$ cat src/rtl/ring_buffer_ctrl.sv
// rtl/ring_buffer_ctrl.sv - ring buffer pointer/count controller for an external memory; optional RING_BUFFER_CTRL_STICKY_OVERFLOW_EN
module ring_buffer_ctrl #(
    parameter int DEPTH = 64,
    localparam int AW = $clog2(DEPTH),
    localparam int CW = $clog2(DEPTH + 1)
) (
    input  logic          clk,
    input  logic          rst_n,
    input  logic          clear,
    input  logic          push,
    input  logic          pop,
    output logic          wr_en,
    output logic [AW-1:0] wr_addr,
    output logic [AW-1:0] rd_addr,
    output logic          full,
    output logic          empty,
    output logic [CW-1:0] count,
    output logic          overflow,
    output logic          underflow
);

    localparam logic [AW-1:0] LAST_PTR = AW'(DEPTH - 1);
    localparam logic [CW-1:0] FULL_CNT = CW'(DEPTH);

    logic [AW-1:0] wr_ptr;
    logic [AW-1:0] rd_ptr;
    logic [CW-1:0] cnt;
    logic          push_acc;
    logic          pop_acc;
    logic          push_rej;

    // Wrap at DEPTH-1 explicitly so non-power-of-two depths never reach an out-of-range address
    function automatic logic [AW-1:0] ptr_next(input logic [AW-1:0] p);
        return (p == LAST_PTR) ? '0 : p + AW'(1);
    endfunction

    assign full  = (cnt == FULL_CNT);
    assign empty = (cnt == '0);

    // A simultaneous pop frees the slot, so a push into a full buffer is still accepted;
    // rst_n gates the strobes so nothing is written while reset is held
    assign push_acc  = push & (~full | pop) & ~clear & rst_n;
    assign pop_acc   = pop & ~empty & ~clear & rst_n;
    assign push_rej  = push & full & ~pop & rst_n;
    assign underflow = pop & empty & rst_n;

    assign wr_en   = push_acc;
    assign wr_addr = wr_ptr;
    assign rd_addr = rd_ptr;
    assign count   = cnt;

    // Pointer and occupancy state; clear flushes ahead of any push/pop
    always_ff @(posedge clk or negedge rst_n) begin
        if (!rst_n) begin
            wr_ptr <= '0;
            rd_ptr <= '0;
            cnt    <= '0;
        end else if (clear) begin
            wr_ptr <= '0;
            rd_ptr <= '0;
            cnt    <= '0;
        end else begin
            if (push_acc) begin
                wr_ptr <= ptr_next(wr_ptr);
            end
            if (pop_acc) begin
                rd_ptr <= ptr_next(rd_ptr);
            end
            if (push_acc && !pop_acc) begin
                cnt <= cnt + CW'(1);
            end else if (pop_acc && !push_acc) begin
                cnt <= cnt - CW'(1);
            end
        end
    end

`ifdef RING_BUFFER_CTRL_STICKY_OVERFLOW_EN
    logic overflow_q;

    // Latch any rejected push until software flushes the buffer
    always_ff @(posedge clk or negedge rst_n) begin
        if (!rst_n) begin
            overflow_q <= 1'b0;
        end else if (clear) begin
            overflow_q <= 1'b0;
        end else if (push_rej) begin
            overflow_q <= 1'b1;
        end
    end

    assign overflow = overflow_q;
`else
    assign overflow = push_rej;
`endif

endmodule

$ cat config.mk
export PLATFORM = sky130hd
export DESIGN_NAME = ring_buffer_ctrl
export DESIGN_NICKNAME = d
export VERILOG_FILES = /design/src/rtl/ring_buffer_ctrl.sv
export SDC_FILE = /design/constraint.sdc
export NUM_CORES = 1
export LEC_CHECK = 0
export ABC_AREA = 0
export CAP_MARGIN = 15
export CORE_MARGIN = 3
export CORE_UTILIZATION = 40
export DETAILED_ROUTE_END_ITERATION = 7
export PLACE_DENSITY_LB_ADDON = 0.2
export SLEW_MARGIN = 20
export SYNTH_ARGS = -nofsm -noshare
export SYNTH_HDL_FRONTEND = slang
export SYNTH_SLANG_ARGS = --single-unit
$ cat constraint.sdc
create_clock -name clk -period 6.4 [get_ports clk]
set_clock_uncertainty 0.2 [all_clocks]
set_input_delay 1.28 -clock clk [delete_from_list [all_inputs] [get_ports clk]]
set_output_delay 1.28 -clock clk [all_outputs]
set_load 0.05 [all_outputs]
Yosys cells after proc, flatten, opt, wreduce, memory -nomap -nowiden --
Index checks and enable logic that the tools add are counted.
Storage, ports and cells: input port bits 5, ROM bits 0, memories 0, bits in registers 19, memory bits (writable) 0, bits in latches 0
Operators by class: bitwise logic cells 16, divide/modulo/power cells 0, mux-type cells 9, magnitude comparators 0, reductions and logical operators 8, equality and inequality tests 3, shifts and indexed selects 0, multiply operators 0, add/subtract/negate cells 4
Operators by type and width (number):
- 2-to-1 mux 6 bit | 6
- 2-to-1 mux 7 bit | 3
- adder 6 x 1 -> 6 bit (second input constant) | 2
- == test 6 bit (second input constant) | 2
- AND 1 bit | 11
- adder 7 x 1 -> 7 bit (second input constant) | 1
- == test 7 bit (second input constant) | 1
- zero test 7 bit | 1
- subtractor 7 x 1 -> 7 bit (second input constant) | 1
- inverter 1 bit | 4
- nonzero test 2 bit | 2
- nonzero test 3 bit | 1
- logical AND 1 bit | 2
- zero test 1 bit | 2
- OR 1 bit | 1

Depth between registers and ports, before layout --
Gate-level depths: netlist (run 1).
depth in word-level cells 11, gate-level depth with buffers 11, gate-level depth less buffers 11

Worst setup path after synthesis (run 1) --
Ideal clock, no wire load.
path type in2out, start input rst_n, end output overflow, path slack 2.037 ns, cell stages on the path 2, buffers on the path 0, data arrival time 2.883 ns, cell sequence nand2_1 > nor4_1
On the way: longest elaborated chain between the ends 1
Ends and longest elaborated chain:
- from (decl) | line 8 | input logic rst_n,
- AND 1 bit | line 44 | assign push_rej = push & full & ~pop & rst_n;
- to (decl) | line 18 | output logic overflow,
Every way passes these cells.

Worst setup path after layout (run 1) --
start input rst_n, end output wr_en
On the way: longest elaborated chain between the ends 1
Ends and longest elaborated chain:
- AND 1 bit | line 42 | assign push_acc = push & (~full | pop) & ~clear & rst_n;
- to (decl) | line 12 | output logic wr_en,
Every way passes these cells.

==> flow_summary.toml, run 1 <==
[outcome]
outcome = "complete, no violations"

[grt]
grtUsageMet2_pct = 23.8
grt_pass1_vias = 990
grt_max_degree = 23
gr-total-overflow = 0
antenna_found_initial = 0
grtUsageMet1_pct = 20.0
use_met3_pct = 3.60
grt_usage_pct = 14.7
grt-busiest-layer = "met2"
grt_first_pass_wirelength_mm = 4.78

[routing]
num_vias = 1117
drcViolationCount = 0
finalWirelength_mm = 2.87
via_per_inst = 5.40
wire_per_inst_um = 13.9
ant_nets = 0
first_pass_iters = 4
drt_iter0_drc = 44

[finish]
num_antenna_cells = 0
fin_cells = 207
area_growth_pct = 27.6
utilization_pct = 56.0
nFillCells = 284
nNetsFinal = 180
register_area_um2 = 475
postLayoutCellArea_um2 = 1610
multi_input_area_um2 = 753
drive_gt1_share_pct = 6.06

[logic_synthesis]
synthTopCellsByArea = "dfrtp_1, ha_1, nor2_1"
avgSynthCellArea_um2 = 9.35
ys_warn_count = 0
ys_top_cells_by_count = "dfrtp_1, nor2_1, nand2_1, a21oi_1, ha_1"
yosysSeqAreaShare_pct = 37.7
synth_seq_cells = 19
synth_top_area_share_pct = 37.7
synthFlopType = "dfrtp_1"
synth_nets = 149
yosysTopAreaCell = "dfrtp_1"
synth_most_common_cell = "dfrtp_1"
async_flop_share_pct = 100
synth_cell_types = 39
synth_edf_count = 0
synth_area_um2 = 1260
synthCells = 135

[sta]
setup_viol = 0
finalHoldViolations = 0
worst_slack_ps = 1510
slew_headroom_pct = 48.0
rsz0062_at_grt = "false"
worst_pin_slew_ps = 777
tns_ps = 0
slew_viol_final = 0
period_minus_slack_ps = 4890
fmax_ghz = 0.204
period_share_pct = 76.4

[clock_tree]
hold_buffers = 0
clock_latency_ps = 300
clkTransAtPathRegs_ps = 100
cts_tree = "yes"
clockRootBuffer = "clkbuf_4"
cts_resized = 0
numCtsBuffers = 3
post_cts_buffers = 0
numClockSinks = 19
cts_buffer_depth = 2
htree_num_levels = 1

[power]
p_seq_share_pct = 24.1
power_frac_clock_pct = 8.4
power_density_nw_per_um2 = 456
intPower_mw = 0.354
swShare_pct = 51.8
vdd_drop_max_v = 0.000164
switching_power_mw = 0.380
comb_power_share_pct = 67.4
p_leak_nw = 0.682

[worst_setup_path]
worstSetupEndpointType = "output port"
critPathSlowestCell = "clkdlybuf4s50_1"
critPathMaxFanout = 22
critPathKind = "input pin to output port"
required_ps = 4920
crit_path_start_kind = "input pin"
slowest_delay_ps = 830
cpMostUsedCell = "clkdlybuf4s50_1"
cp.arrival_ps = 3410
crit_chain = "clkdlybuf4s50_1, buf_4, nand2_1, a31o_2, nor2_1, clkdlybuf4s50_1"

[floorplan]
coreArea_um2 = 2880
io_pins = 29
num_rows = 19
start_util_pct = 43.9
die_w_um = 62.2
die_h_um = 62.2
die_area_um2 = 3870

[placed_design]
place.gp.congestion = 0.946
io_buffers = 28
placed_area_um2 = 1580
dp_cells = 203
post-place-ws_ps = 1480
dp_hpwl_mm = 2.07

[flow_run]
cap_violations = 0

[hold_path]
hp-class = "flip-flop to flip-flop"
[registers in the layout, summed over array words and instances, names as in the netlist]
signal / count
count: 7
wr_addr: 6
rd_addr: 6
[worst paths after layout]
| path | start | endpoint | slack, ps | cells after the start |
|---|---|---|---|---|
| worst max-delay path | rst_n | wr_en | 1510 | 6 |
| worst min-delay path | wr_addr[3]$_DFFE_PN0P_ | wr_addr[3]$_DFFE_PN0P_ | 330 | 1 |
| worst max register to register | count[1]$_DFFE_PN0P_ | count[6]$_DFFE_PN0P_ | 2860 | 10 |
| worst min register to register | wr_addr[3]$_DFFE_PN0P_ | wr_addr[3]$_DFFE_PN0P_ | 330 | 1 |
| max in group asynchronous | rst_n | wr_addr[3]$_DFFE_PN0P_ | 4670 | 2 |
| min in group asynchronous | rst_n | rd_addr[4]$_DFFE_PN0P_ | 1110 | 2 |
[stage by stage]
stage	power (mW)	hold slack [ps]
floorplan	0.547	574
global placement	0.664	306
detailed placement	0.674	320
CTS	0.739	340
global route	0.787	395
finish	0.734	335
[power by group through the flow]
stage | Clock [mW] | Sequential [mW] | Combinational, mW
floorplan | 0 | 0.255 | 0.292
global placement | 0 | 0.178 | 0.485
detailed placement | 0 | 0.180 | 0.494
CTS | 0.0647 | 0.177 | 0.497
global route | 0.0704 | 0.182 | 0.535
finish | 0.0619 | 0.177 | 0.495
[area by class of cell]
class | instances | share of cell area, %
repair buffers | 29 | 17.9
inverters | 4 | 0.932
clock buffers | 4 | 1.63
flip-flops and latches | 19 | 29.5
well taps | 42 | 3.26
multi-input cells | 109 | 46.8
[logic make-up (layout without fill, tap and decap cells)]
kind of cell | after synthesis | after routing | synth area share, %
fa+ha+maj | 9 | 9 | 9.51
mux | 6 | 6 | 4.86
flops | 19 | 19 | 37.7
simple gates | 53 | 53 | 22.3
buf+inv | 7 | 37 | 2.68
xor+xnor | 8 | 8 | 5.55
compound gates | 33 | 33 | 17.4
[worst max-delay path, delay by kind of cell]
family / cells / cell delay [ps]
AO/OA/AOI/OAI: 1 / 290
buffers and inverters: 3 / 1560
AND/OR/NAND/NOR: 2 / 280
[metal layers]
layer	share of wire (%)	up-vias
met2	45	41
met1	48	524
met4	0.80	0
met5	0	-
li1	-	548
met3	5.5	4
[layout by cell type (no fill, tap or decap), types with 2 or more instances in the layout]
cell | netlist | layout
clkdlybuf4s50_1 | 0 | 28
dfrtp_1 | 19 | 19
nor2_1 | 15 | 15
nand2_1 | 12 | 12
a21oi_1 | 9 | 9
ha_1 | 8 | 8
xor2_1 | 6 | 6
a31oi_1 | 5 | 5
mux2i_1 | 5 | 5
o21ai_0 | 5 | 5
inv_1 | 4 | 4
and3_1 | 4 | 4
and2_1 | 4 | 4
nor2b_1 | 3 | 3
nand3_1 | 3 | 3
clkbuf_4 | 0 | 3
or2_2 | 2 | 2
nand3b_1 | 2 | 2
o31ai_1 | 2 | 2
o31a_1 | 2 | 2
nand4b_1 | 2 | 2
a211oi_1 | 2 | 2
xnor2_1 | 2 | 2
Power figures use the tool's default switching activity.
==> run 2: changes to the inputs <==
==> constraint.sdc (replaced) <==
create_clock -name clk -period 4 [get_ports clk]
set_clock_uncertainty 0.2 [all_clocks]
set_input_delay 0.8 -clock clk [delete_from_list [all_inputs] [get_ports clk]]
set_output_delay 0.8 -clock clk [all_outputs]
set_load 0.05 [all_outputs]
==> flow_summary.toml, run 2 (same netlist as run 1, synthesis figures left out) <==
[sta]
finalHoldViolations = 0
slew_viol_final = 0
rsz0062_at_grt = "false"
worst_slack_ps = 598
worst_pin_slew_ps = 515
slew_headroom_pct = 65.6
fmax_ghz = 0.294
period_share_pct = 85.0
period_minus_slack_ps = 3400
tns_ps = 0
whs_ps = 340
setup_viol = 0

[power]
power_frac_clock_pct = 8.2
vdd_drop_max_v = 0.000325
power.total_mw = 1.19
p_leak_nw = 0.717
swShare_pct = 51.1
intPower_mw = 0.584
switching_power_mw = 0.611
power_density_nw_per_um2 = 715
comb_power_share_pct = 68.1
p_seq_share_pct = 23.7

[worst_setup_path]
rr_startpoint = "count[1]$_DFFE_PN0P_"
critPathKind = "flip-flop to output port"
reg2regPathDepth = 10
r2r_setup_slack_ps = 770
worstReg2RegEnd = "count[6]$_DFFE_PN0P_"
crit_path_start_kind = "flip-flop"
required_ps = 3000
cp.arrival_ps = 2400
worstSetupEndpointType = "output port"
critPathMaxFanout = 8

[placed_design]
placed_area_um2 = 1640
place.gp.congestion = 0.852
post-place-ws_ps = 399
dp_hpwl_mm = 2.23
io_buffers = 28
dp_cells = 207

[grt]
gr-total-overflow = 0
grt_usage_pct = 15.8
grt_first_pass_wirelength_mm = 5.13
antenna_found_initial = 0
grt_max_degree = 22
grt_pass1_vias = 1154

[hold_path]
hold_end = "wr_addr[3]$_DFFE_PN0P_"
min_from = "wr_addr[3]$_DFFE_PN0P_"
hp-class = "flip-flop to flip-flop"
min_path_cells = 1

[clock_tree]
cts_resized = 0
numCtsBuffers = 3
hold_buffers = 0
post_cts_buffers = 0
numClockSinks = 19
clkTransAtPathRegs_ps = 110
cts_buffer_depth = 2
htree_num_levels = 1
clock_latency_ps = 290
cts_tree = "yes"
clockRootBuffer = "clkbuf_4"

[finish]
final_common_cell = "clkdlybuf4s50_1"
area_growth_pct = 32.3
nNetsFinal = 184
largest_reg_flops = 7
postLayoutCellArea_um2 = 1670
fin_cells = 211
layout_common_cells = "clkdlybuf4s50_1, dfrtp_1, nor2_1, nand2_1, a21oi_1"
utilization_pct = 58.1
num_antenna_cells = 0
nFillCells = 270
drive_gt1_share_pct = 10.1

[routing]
num_vias = 1134
wire_per_inst_um = 13.9
drcViolationCount = 0
via_per_inst = 5.37
finalWirelength_mm = 2.94
drt_iter0_drc = 41
ant_nets = 0
first_pass_iters = 4

[outcome]
outcome = "complete, no violations"

[floorplan]
die_h_um = 62.2
start_util_pct = 43.9
io_pins = 29
die_w_um = 62.2
die_area_um2 = 3870
coreArea_um2 = 2880
num_rows = 19

[flow_run]
cap_violations = 0
[run 2: cell types whose count changed in the layout (fill, tap and decap cells not counted), sizes merged]
cell / before / now
buf: 1 / 8
clkdlybuf4s50: 28 / 25
[run 2: worst max-delay path, stage by stage (launching register included)]
cell and delay, ps:
dfrtp_1 470, nor4_4 530, and3_1 290, clkdlybuf4s50_1 820
[run 2: worst max-delay path by stage]
stage                                    start              endpoint  cells past startpoint
after floorplan           count[1]$_DFFE_PN0P_              overflow                      3
after global placement                   rst_n  count[6]$_DFFE_PN0P_                     10
after detailed placement                 rst_n  count[6]$_DFFE_PN0P_                     10
after CTS                 count[1]$_DFFE_PN0P_                 empty                      3
after global routing                      push  count[6]$_DFFE_PN0P_                     10
final                     count[1]$_DFFE_PN0P_                 empty                      3
[run 2: per-layer routing]
layer / track usage (%) / vias to the layer above / wire (um)
li1: - / 552 / -
met1: 20.5 / 549 / 1320
met2: 26.6 / 29 / 1460
met3: 2.52 / 4 / 129
met4: 5.80 / 0 / 24
met5: 0 / - / 0
[run 2: power groups by stage]
stage	Combinational, mW	Clock (mW)	Sequential (mW)
finish	0.814	0.0978	0.283
floorplan	0.468	0	0.408
detailed placement	0.809	0	0.289
global placement	0.800	0	0.286
CTS	0.815	0.103	0.285
global route	0.880	0.112	0.292
[run 2: final cells by class]
cell class / count / area [um^2] / share of cell area (%)
Sequential cell: 19 / 475 / 28.5
Multi-Input combinational cell: 109 / 753 / 45.1
Tap cell: 42 / 52.6 / 3.15
Timing Repair Buffer: 33 / 348 / 20.8
Inverter: 4 / 15.0 / 0.899
Clock buffer: 4 / 26.3 / 1.57
